### src/rtl/stopwatch_ctrl.sv
`default_nettype none
// ============================================================================
// stopwatch_ctrl : debounced run/clear buttons driving a run/pause/idle FSM
//                  and a resumable tick prescaler for downstream BCD counters.
// Revision       : 1.0
// ============================================================================
module stopwatch_ctrl #(
    parameter int TICK_DIV        = 50_000_000,
    parameter int DEBOUNCE_CYCLES = 500_000
) (
    input  logic       clk,
    input  logic       reset,
    input  logic       i_btn_run,
    input  logic       i_btn_clr,
    output logic       o_tick,
    output logic       o_clear,
    output logic       o_running,
    output logic [1:0] o_state
);

    localparam int PW = (TICK_DIV > 1) ? $clog2(TICK_DIV) : 1;
    localparam int DW = $clog2(DEBOUNCE_CYCLES + 1);
    localparam logic [PW-1:0] C_PRESC_MAX = PW'(TICK_DIV - 1);
    localparam logic [DW-1:0] C_DEB_MAX   = DW'(DEBOUNCE_CYCLES - 1);

    typedef enum logic [1:0] {
        S_IDLE  = 2'b00,
        S_RUN   = 2'b01,
        S_PAUSE = 2'b10
    } state_t;

    logic [1:0] btn_raw;
    logic [1:0] press;

    assign btn_raw = {i_btn_clr, i_btn_run};

    // Index 0 is the run button, index 1 the clear button.
    for (genvar gi = 0; gi < 2; gi++) begin : g_btn
        logic [1:0]    sync_q;
        logic          deb_q;
        logic          deb_prev_q;
        logic [DW-1:0] cnt_q;

        always_ff @(posedge clk or posedge reset) begin
            if (reset) begin
                sync_q     <= '0;
                deb_q      <= 1'b0;
                deb_prev_q <= 1'b0;
                cnt_q      <= '0;
            end else begin
                sync_q     <= {sync_q[0], btn_raw[gi]};
                deb_prev_q <= deb_q;
                if (sync_q[1] == deb_q) begin
                    cnt_q <= '0;
                end else if (cnt_q == C_DEB_MAX) begin
                    deb_q <= sync_q[1];
                    cnt_q <= '0;
                end else begin
                    cnt_q <= cnt_q + 1'b1;
                end
            end
        end

        assign press[gi] = deb_q & ~deb_prev_q;
    end

    state_t        state_q;
    logic [PW-1:0] presc_q;
    logic [PW-1:0] presc_d;
    logic          wrap_d;
    logic          tick_q;
    logic          clear_q;

    always_comb begin
        presc_d = presc_q + 1'b1;
        wrap_d  = 1'b0;
        if (presc_q == C_PRESC_MAX) begin
            presc_d = '0;
            wrap_d  = 1'b1;
        end
    end

    // Clear has priority over run; a wrap in the clearing cycle never ticks.
    always_ff @(posedge clk or posedge reset) begin
        if (reset) begin
            state_q <= S_IDLE;
            presc_q <= '0;
            tick_q  <= 1'b0;
            clear_q <= 1'b0;
        end else begin
            tick_q  <= 1'b0;
            clear_q <= 1'b0;
            if (press[1]) begin
                state_q <= S_IDLE;
                presc_q <= '0;
                clear_q <= 1'b1;
            end else begin
                case (state_q)
                    S_IDLE: begin
                        presc_q <= '0;
                        if (press[0]) state_q <= S_RUN;
                    end
                    S_RUN: begin
                        presc_q <= presc_d;
                        tick_q  <= wrap_d;
                        if (press[0]) state_q <= S_PAUSE;
                    end
                    S_PAUSE: begin
                        if (press[0]) state_q <= S_RUN;
                    end
                    default: begin
                        state_q <= S_IDLE;
                        presc_q <= '0;
                    end
                endcase
            end
        end
    end

    assign o_tick    = tick_q;
    assign o_clear   = clear_q;
    assign o_state   = state_q;
    assign o_running = (state_q == S_RUN);

endmodule
`default_nettype wire

### config.mk
export PLATFORM = sky130hd
export DESIGN_NAME = stopwatch_ctrl
export DESIGN_NICKNAME = d
export VERILOG_FILES = /design/src/rtl/stopwatch_ctrl.sv
export SDC_FILE = /design/constraint.sdc
export NUM_CORES = 1
export LEC_CHECK = 0
export ABC_CLOCK_PERIOD_IN_PS = 2100
export CORE_UTILIZATION = 45
export CTS_BUF_LIST = sky130_fd_sc_hd__clkbuf_16
export DETAILED_ROUTE_END_ITERATION = 12
export SLEW_MARGIN = 20
export SYNTH_ARGS = -nofsm -noshare
export SYNTH_HDL_FRONTEND = slang
export SYNTH_SLANG_ARGS = --single-unit
### constraint.sdc
create_clock -name clk -period 2.1 [get_ports clk]
set_clock_uncertainty 0.1 [all_clocks]
set_input_delay 0.21 -clock clk [delete_from_list [all_inputs] [get_ports clk]]
set_output_delay 0.21 -clock clk [all_outputs]
set_load 0.01 [all_outputs]
==> summary.md <==
| Metric | Value |
|---|---|
| Most frequent cell after synthesis | `dfrtp_1` |
| Clock latency on the worst-skew pair | `around 0.33 ns` |
| Port bufs | `8` |
| Final worst path period share | `95.3%` |
| Setup TNS | `0 ns` |
| Maximum VDD drop | `0.453 mV` |
| P_leak | `about 1.8 nW` |
| Crit Path Max Fanout | `5` |
| Util after Layout | `55.7%` |
| Initial core utilization | `47.3%` |
| Post-DP HPWL | `approximately 4700 µm` |
| CTS Buf Count | `9` |
| Placer Congestion | `0.784` |
| Max Cap Violations | `0` |
| Initial DRC Count | `60` |
| Final setup fails | `0` |
| Req. time, crit path | `2.22 ns` |
| Die Ht | `around 93 µm` |
| Post-Synthesis Cell Area | `3710 µm²` |
| Initial antenna violation count | `0` |
| Clock sinks | `76` |
| Area share of the largest cell type after synthesis | `51.2%` |
| Die W | `92.8 µm` |
| Crit Reg-Reg Startpoint | `presc_q[0]$_DFFE_PP0P_` |
| Post-synthesis average cell area | `9.82 µm²` |
| FFs w/ async S/R, synth | `100%` |
| H-Tree Depth | `3` |
| Layout area overhead | `17.8%` |
| Diode count | `0` |
| # fillers | `732` |
| Share of post-route cells with drive strength above 1 | `14.3%` |
| R2r setup slk | `0.1 ns` |
| Clock period minus worst slack | `2.00 ns` |
| Routed wire length | `around 7000 µm` |
| Outcome | `finished, final reports clean` |
| PD cells | `roughly 730 nW/µm²` |
| Core area | `approximately 7800 µm²` |
| Worst path bufs/invs | `0` |
| Crit path arrival time | `2.12 ns` |
| CP max stage delay | `0.55 ns` |
| Slew at the pin closest to its max-slew limit | `0.639 ns` |
| Ys Warns | `0` |
| Detailed Routing Iterations Pass 1 | `4` |
| Number of core rows | `32` |
| Max Clock Freq | `approximately 0.5 GHz` |
| Crit end category | `flop` |
| Hold Violations, Final | `0` |
| I/O Pins | `9` |
| Max Buffers Root-to-Sink | `2` |
| Worst-case reg-to-reg path depth | `6` |
| Global route total overflow | `0` |
| Number of distinct library cells after synthesis | `42` |
| Post-placement setup slack | `0.0138 ns` |
| DIE AREA | `8620 µm²` |
| CTS tree | `yes` |
| Crit-path slowest cell | `or4_4` |
| Crit-path cells | `ha_1 -> nand3_2 -> or4_4 -> nor4_4 -> xnor2_1 -> nor2_1` |
| Ranking of synthesized cells by area | `dfrtp_1 51%, nor2_1 6.9%, xnor2_1 6.6%, xor2_1 5.4%, nand3_1 4.0%` |
| Most frequent cells after synthesis | `76 x dfrtp_1, 68 x nor2_1, 31 x nand2_1, 30 x nand3_1, 28 x xnor2_1` |
| Rel. slew slack | `57.4%` |
| Top Family by Delay on Critical Path | `simple AND/OR/NAND/NOR gates` |
| Sequential area share after synthesis | `approximately half` |
| RSZ-0062 raised after global routing | `false` |
| Vias per Instance | `roughly 5.3` |
| Vias in the first global route | `2681` |
| Number of synthesized flops with an enable pin | `0` |
| Gr usage total | `18.9%` |
| Final nets | `around 420` |
| Flops & latches, synth | `76` |
| Post-synth top flop | `dfrtp_1` |
| Worst-path clk slew | `0.06 ns` |
| Worst hold path class | `in2async` |
| Mapped Nets | `385` |
| Gate Count Post-Synth | `378` |
| Fin. max-slew vios | `0` |
| Yosys top cell by area | `dfrtp_1` |
| Kind of critical path | `reg2reg` |
| Final setup margin | `0.0978 ns` |
| Largest net degree at the start of global routing | `52` |
| First-pass GRT wire length | `about 13000 µm` |
| ANT nets after route | `0` |
| CTS root buffer | `clkbuf_16` |
| Startpoint types | `flop` |
| Total power | `3.17 mW` |
| R2R Path End | `presc_q[20]$_DFFE_PP0P_` |
| DRC | `0` |
| Mean routed wirelength per cell | `13.7 µm` |
| DR vias | `2708` |
state kept, by name, indices dropped and copies added (netlist names):
signal,cells
g_btn.deb_q,2
g_btn.deb_prev_q,2
g_btn.sync_q,4
o_clear,1
presc_q,26
o_tick,1
o_state,2
g_btn.cnt_q,38
worst register-to-register path, cell delays in order (launching register included):
cell and delay, ns:
dfrtp_1 0.40, ha_1 0.24, nand3_2 0.13, or4_4 0.55
nor4_4 0.28, xnor2_1 0.14, nor2_1 0.05
kinds of logic after synthesis:
kind of cell | synth area share, %
simple gates | 28.3
flops | 51.2
xor+xnor | 12.0
buf+inv | 2.80
compound gates | 3.44
mux | 1.21
fa+ha+maj | 1.01
area by class of cell:
class	instances	area, µm²	share of cell area, %
Clock buffer	9	225	5.15
Multi-Input combinational cell	280	1720	39.4
Tap cell	102	128	2.92
Timing Repair Buffer	30	270	6.18
Clock inverter	7	81.3	1.86
Sequential cell	76	1900	43.5
Inverter	11	45.0	1.03
per-stage QoR:
step                      area [µm²]  hold WS [ns]  cells
after detailed placement        4030         0.236    498
after global placement          4030         0.236    498
final                           4370        0.0947    515
after floorplan                 3720         0.141    378
after global routing            4370         0.135    515
after CTS                       4340        0.0997    514
power by group:
part           internal, mW  leakage (nW)  switching (mW)
clock                  1.02         0.152           0.590
combinational        0.0220         0.599          0.0496
sequential             1.48          1.05          0.0112
layout by cell type, fill, tap and decap left out, drive strengths merged, types with 5 or more instances in the layout:
| cell type | synthesis | routed |
|---|---|---|
| dfrtp | 76 | 76 |
| nor2 | 69 | 69 |
| nand2 | 31 | 31 |
| nand3 | 30 | 30 |
| xnor2 | 28 | 28 |
| xor2 | 23 | 23 |
| buf | 7 | 22 |
| nand4 | 16 | 16 |
| nor3 | 12 | 12 |
| nor4 | 11 | 11 |
| inv | 11 | 10 |
| clkbuf | 4 | 9 |
| and3 | 9 | 9 |
| clkdlybuf4s50 | 0 | 8 |
| o21ai | 7 | 7 |
| or2 | 5 | 5 |
| clkinv | 0 | 5 |
worst max path at each step:
stage	slack, ns	from	to	cells past startpoint
6_report	0.1	presc_q[0]$_DFFE_PP0P_	presc_q[20]$_DFFE_PP0P_	6
5_1_grt	0.003	presc_q[0]$_DFFE_PP0P_	presc_q[20]$_DFFE_PP0P_	6
4_1_cts	0.005	presc_q[10]$_DFFE_PP0P_	presc_q[8]$_DFFE_PP0P_	5
3_5_place_dp	0.01	presc_q[10]$_DFFE_PP0P_	presc_q[8]$_DFFE_PP0P_	5
3_3_place_gp	0.03	presc_q[10]$_DFFE_PP0P_	presc_q[8]$_DFFE_PP0P_	5
2_1_floorplan	0.21	presc_q[0]$_DFFE_PP0P_	presc_q[20]$_DFFE_PP0P_	6
repair_timing:
action | CTS | global route
setup buffers | 0 | 1
endpoints found under the hold margin | 0 | 0
hold buffers | 0 | 0
endpoints found under the setup margin | 0 | 24
gates resized for setup | 0 | 4
per-layer routing:
layer | up-vias | wire length, µm | GRT usage [%] | share of wire (%)
met1 | 1305 | 3540 | 25.9 | 50
met3 | 10 | 154 | 4.43 | 2.2
met5 | - | 0 | 0 | 0
met2 | 26 | 3230 | 29.4 | 46
li1 | 1367 | - | - | -
met4 | 0 | 106 | 6.15 | 1.5
Power figures use the tool's default switching activity.
==> RTL change 1, RTL diff (same settings) <==
Set the parameter `DEBOUNCE_CYCLES` to 1_000_000 (it was 500_000).
--- a/src/rtl/stopwatch_ctrl.sv
+++ b/src/rtl/stopwatch_ctrl.sv
@@ -6,7 +6,7 @@
 // ============================================================================
 module stopwatch_ctrl #(
     parameter int TICK_DIV        = 50_000_000,
-    parameter int DEBOUNCE_CYCLES = 500_000
+    parameter int DEBOUNCE_CYCLES = 1_000_000
 ) (
     input  logic       clk,
     input  logic       reset,
Check against the original RTL: same outputs for any inputs over 10 cycles, from zero or initial values and one cycle with reset high; that may be too few to reach the edited logic, so the function may still have changed.
==> RTL change 1 against the original RTL <==
  * Area after synthesis up 1.3%
  * Routed wire length down 0.87%
  * Sequential cell count up 2
  * Setup slack worse by 31 ps
  * Clock power down 4%
  * Highest routed layer unchanged
  * Die area up 1.3%
  * Worst hold slack better by 0.75 ps
  * Largest cell class unchanged
  * Largest power group unchanged
  * Final area down 0.20%
  * Fmax down 1.5%
  * Sequential power up 3%
  * Total power down 0.76%
==> RTL change 1: results (changes against the original RTL) <==
detailed_routing:
  wl_met1_mm: 3.42  # -3.4%
  drt_iter0_markers: 111  # +85%
  wl_met2_mm: 3.25  # +0.56%
  vias_per_cell: 5.27  # +0.21%
  topRoutingLayerUsed: "met4"
  drt-wirelength-per-cell_um: 13.7  # +0.30%
logic_synthesis:
  syn_nets: 383  # -0.52%
  synthTopCellsByCount: "dfrtp_1, nor2_1, xor2_1"
  synth_cell_types: 45  # +7.1%
  yosys-top-cells-area: "dfrtp_1, xor2_1, nor2_1"
global_routing:
  grt_pass1_wl_mm: 12.7  # -0.54%
  grtUsageTotal: 0.188  # -0.000420
  grt_max_degree: 41  # -21%
  grt_pass1_vias: 2773  # +3.4%
power_and_ir_drop:
  peakVddDrop_uv: 461  # +1.7%
  p_leak_nw: 1.85  # +2.7%
status:
  status: "completed"
placed_design:
  globalplace.congestion: 0.780  # -0.55%
  place_hpwl_mm: 4.73  # about the same
setup_path:
  worstReg2RegStart: "presc_q[18]"
  cpMaxStageDelayCell: "or4b_4"
  cp.arrival_ps: 2160  # +40 ps
  worstReg2RegEnd: "presc_q[23]"
final_layout:
  nNetsFinal: 409  # -1.4%
  layout-drive-gt1-share: 0.123  # -0.0200
  reg_top3: "g_btn.cnt_q x40, presc_q x26, g_btn.sync_q x4"
timing:
  hold_violations: 0  # unchanged
  slew_headroom: 0.629  # +0.0555
==> RTL change 1: cell count changes in the layout (fill, tap and decap cells not counted), moves of 3 or more <==
cell	before	now
nand2_1	30	25
nor4_1	8	5
buf_4	20	13
nor3_1	12	9
o21ai_0	7	12
xor2_1	23	32
xnor2_1	28	22
o311ai_0	4	1
or2_2	5	1
and3_1	8	13
clkinv_1	3	0
==> RTL change 1: metrics by stage <==
stage / hold WS [ps] / TNS (ps) / std cells / cell area (um^2) / worst slack [ps]
after floorplan: 141 / 0 / 376 / 3760 / 148
after global placement: 234 / 0 / 492 / 4050 / 51.7
after detailed placement: 245 / -1.11 / 492 / 4050 / -1.11
after CTS: 99.5 / 0 / 509 / 4360 / 81.3
after global routing: 112 / -57.1 / 509 / 4370 / -13.9
final: 95.5 / 0 / 509 / 4370 / 66.5
==> RTL change 1: what timing repair did <==
action                                  CTS  global route
gates resized for setup                   0             1
endpoints found under the setup margin    1            21
setup buffers                             1             0
pin swaps                                 1             0
==> RTL change 1: worst max path at each step <==
stage                  end         from
6_report       presc_q[23]  presc_q[18]
2_1_floorplan  presc_q[16]  presc_q[16]
3_3_place_gp   presc_q[21]  presc_q[18]
5_1_grt        presc_q[13]  presc_q[18]
4_1_cts        presc_q[13]  presc_q[18]
3_5_place_dp   presc_q[13]  presc_q[18]
==> RTL change 1: cell families after synthesis <==
family / count (synthesis) / share of synthesized area
muxes: 3 / 0.00898
adders and majority gates: 3 / 0.00998
buffers and inverters: 19 / 0.0226
and+or+nand+nor: 194 / 0.265
xor gates and xnor gates: 54 / 0.126
AOI/OAI and AO/OA: 25 / 0.0486
DFF: 78 / 0.519
==> RTL change 1: where the power goes <==
group,internal (W),switching (W)
clock,0.000924,0.000625
combinational,0.0000223,0.0000503
sequential,0.00152,0.0000125
total,0.00246,0.000688
==> RTL change 1: cell type report <==
cell class	count	area [um^2]
sequential	78	1950
inverter	11	45.0
multi-input combinational	279	1730
tap	102	128
clock inverter	7	72.6
fill	665	3520
clock buffer	9	225
timing repair buffer	23	218
==> RTL change 1: metal layers <==
layer  vias up  global-route usage
li1       1344                   -
met1      1297               0.251
met2        31               0.297
met3        10              0.0390
met4         0              0.0808
met5         -                   0
==> RTL change 1: worst reg2reg max path: stages, from the launching register on <==
cell and delay (ps):
dfrtp_1 380, or4b_4 550, nor4_4 360, a21oi_2 180, nor2_4 160, buf_12 140
nor2_1 50
==> RTL change 2, RTL diff (same settings) <==
Without the edit above. Put a register stage on the output `o_running`, without a reset. The value now appears one clock later. The other outputs are not delayed to match.
--- a/src/rtl/stopwatch_ctrl.sv
+++ b/src/rtl/stopwatch_ctrl.sv
@@ -120,7 +120,9 @@
     assign o_tick    = tick_q;
     assign o_clear   = clear_q;
     assign o_state   = state_q;
-    assign o_running = (state_q == S_RUN);
+    always_ff @(posedge clk) begin
+        o_running <= (state_q == S_RUN);
+    end
 
 endmodule
 `default_nettype wire
Formal check against the unedited RTL: same outputs for any inputs over 10 cycles, from zero or initial values and one cycle with reset high; that may be too few to reach the edited logic, so the function may still have changed.
==> RTL change 2 against the original RTL <==
  * Final area grew 1.1%
  * Sequential cell count grew 1
  * Area after synthesis grew 0.54%
  * Setup slack gained 19 ps
  * Global-route usage shrank 0.93 points
  * Critical path depth is the same
  * Total power shrank 0.15%
  * Routed wire length shrank 0.63%
==> RTL change 2: results (changes against the original RTL) <==
status:
  status: "completed"
setup_path:
  cp.arrival_ps: 2100  # -20 ps
  r2r_slack_ps: 120  # +20 ps
  crit_fanout: 4  # -1
  worstReg2RegEnd: "presc_q[24]"
global_routing:
  use_met3: 0.0415  # -0.00287
  grt_max_degree: 77  # +48%
  grt_pass1_wl_mm: 12.1  # -5.3%
  use_met1: 0.236  # -0.0227
  grtUsageTotal: 0.179  # -0.00932
final_layout:
  nNetsFinal: 417  # +0.48%
timing:
  hold_ws_ps: 224  # +130 ps
  tightest_slew_ps: 687  # +48.2 ps
logic_synthesis:
  synthArstFlopShare: 0.987  # -0.0130
  yosys-top-cells-area: "dfrtp_1, nor2_1, xnor2_1"
  syn_nets: 386  # +0.26%
  synth_cell_types: 43  # +2.4%
  yosysSeqAreaShare: 0.515  # +0.00262
placed_design:
  place_hpwl_mm: 4.63  # -2.1%
  pre_cts_ws_ps: 26.1  # +12.2 ps
  globalplace.congestion: 0.818  # +4.3%
  placed_area_um2: 4050  # +0.50%
power_and_ir_drop:
  p_int_w: 0.00254  # +0.63%
  power.share.clock: 0.502  # -0.006
  p_total_w: 0.00317  # -0.15%
  p_comb_w: 0.0000699  # -2%
  peakVddDrop_uv: 447  # -1.4%
detailed_routing:
  routed_wl_mm: 6.99  # -0.63%
  wl_met3_um: 167  # +8.4%
  drt_iter0_markers: 94  # +57%
  wl_met2_mm: 3.18  # -1.8%
hold_path:
  hp-class: "in -> reg"
[RTL change 2: cell types whose count changed after synthesis]
cell | unedited run | this run
dfxtp_1 | 0 | 1
[RTL change 2: cell families after synthesis]
kind of cell | count (synthesis) | synth area share
muxes | 4 | 0.0121
AOI/OAI and AO/OA | 19 | 0.0342
DFF | 77 | 0.515
adders and majority gates | 3 | 0.0101
and+or+nand+nor | 203 | 0.281
xor gates and xnor gates | 51 | 0.120
buffers and inverters | 22 | 0.0278
[RTL change 2: cell type report]
cell class | count | area [um^2]
clock buffers | 9 | 225
clock inverters | 5 | 77.6
fillers | 690 | 3470
inverters | 11 | 45.0
multi-input cells | 280 | 1750
flip-flops and latches | 77 | 1920
well taps | 102 | 128
repair buffers | 31 | 278
[RTL change 2: worst max-delay path, cell delays in order (launching register included)]
cell and delay (ps):
dfrtp_1 420, ha_4 170, nand3_2 120, or4_4 610, nor3_1 250, xnor2_1 140
nor2_1 50
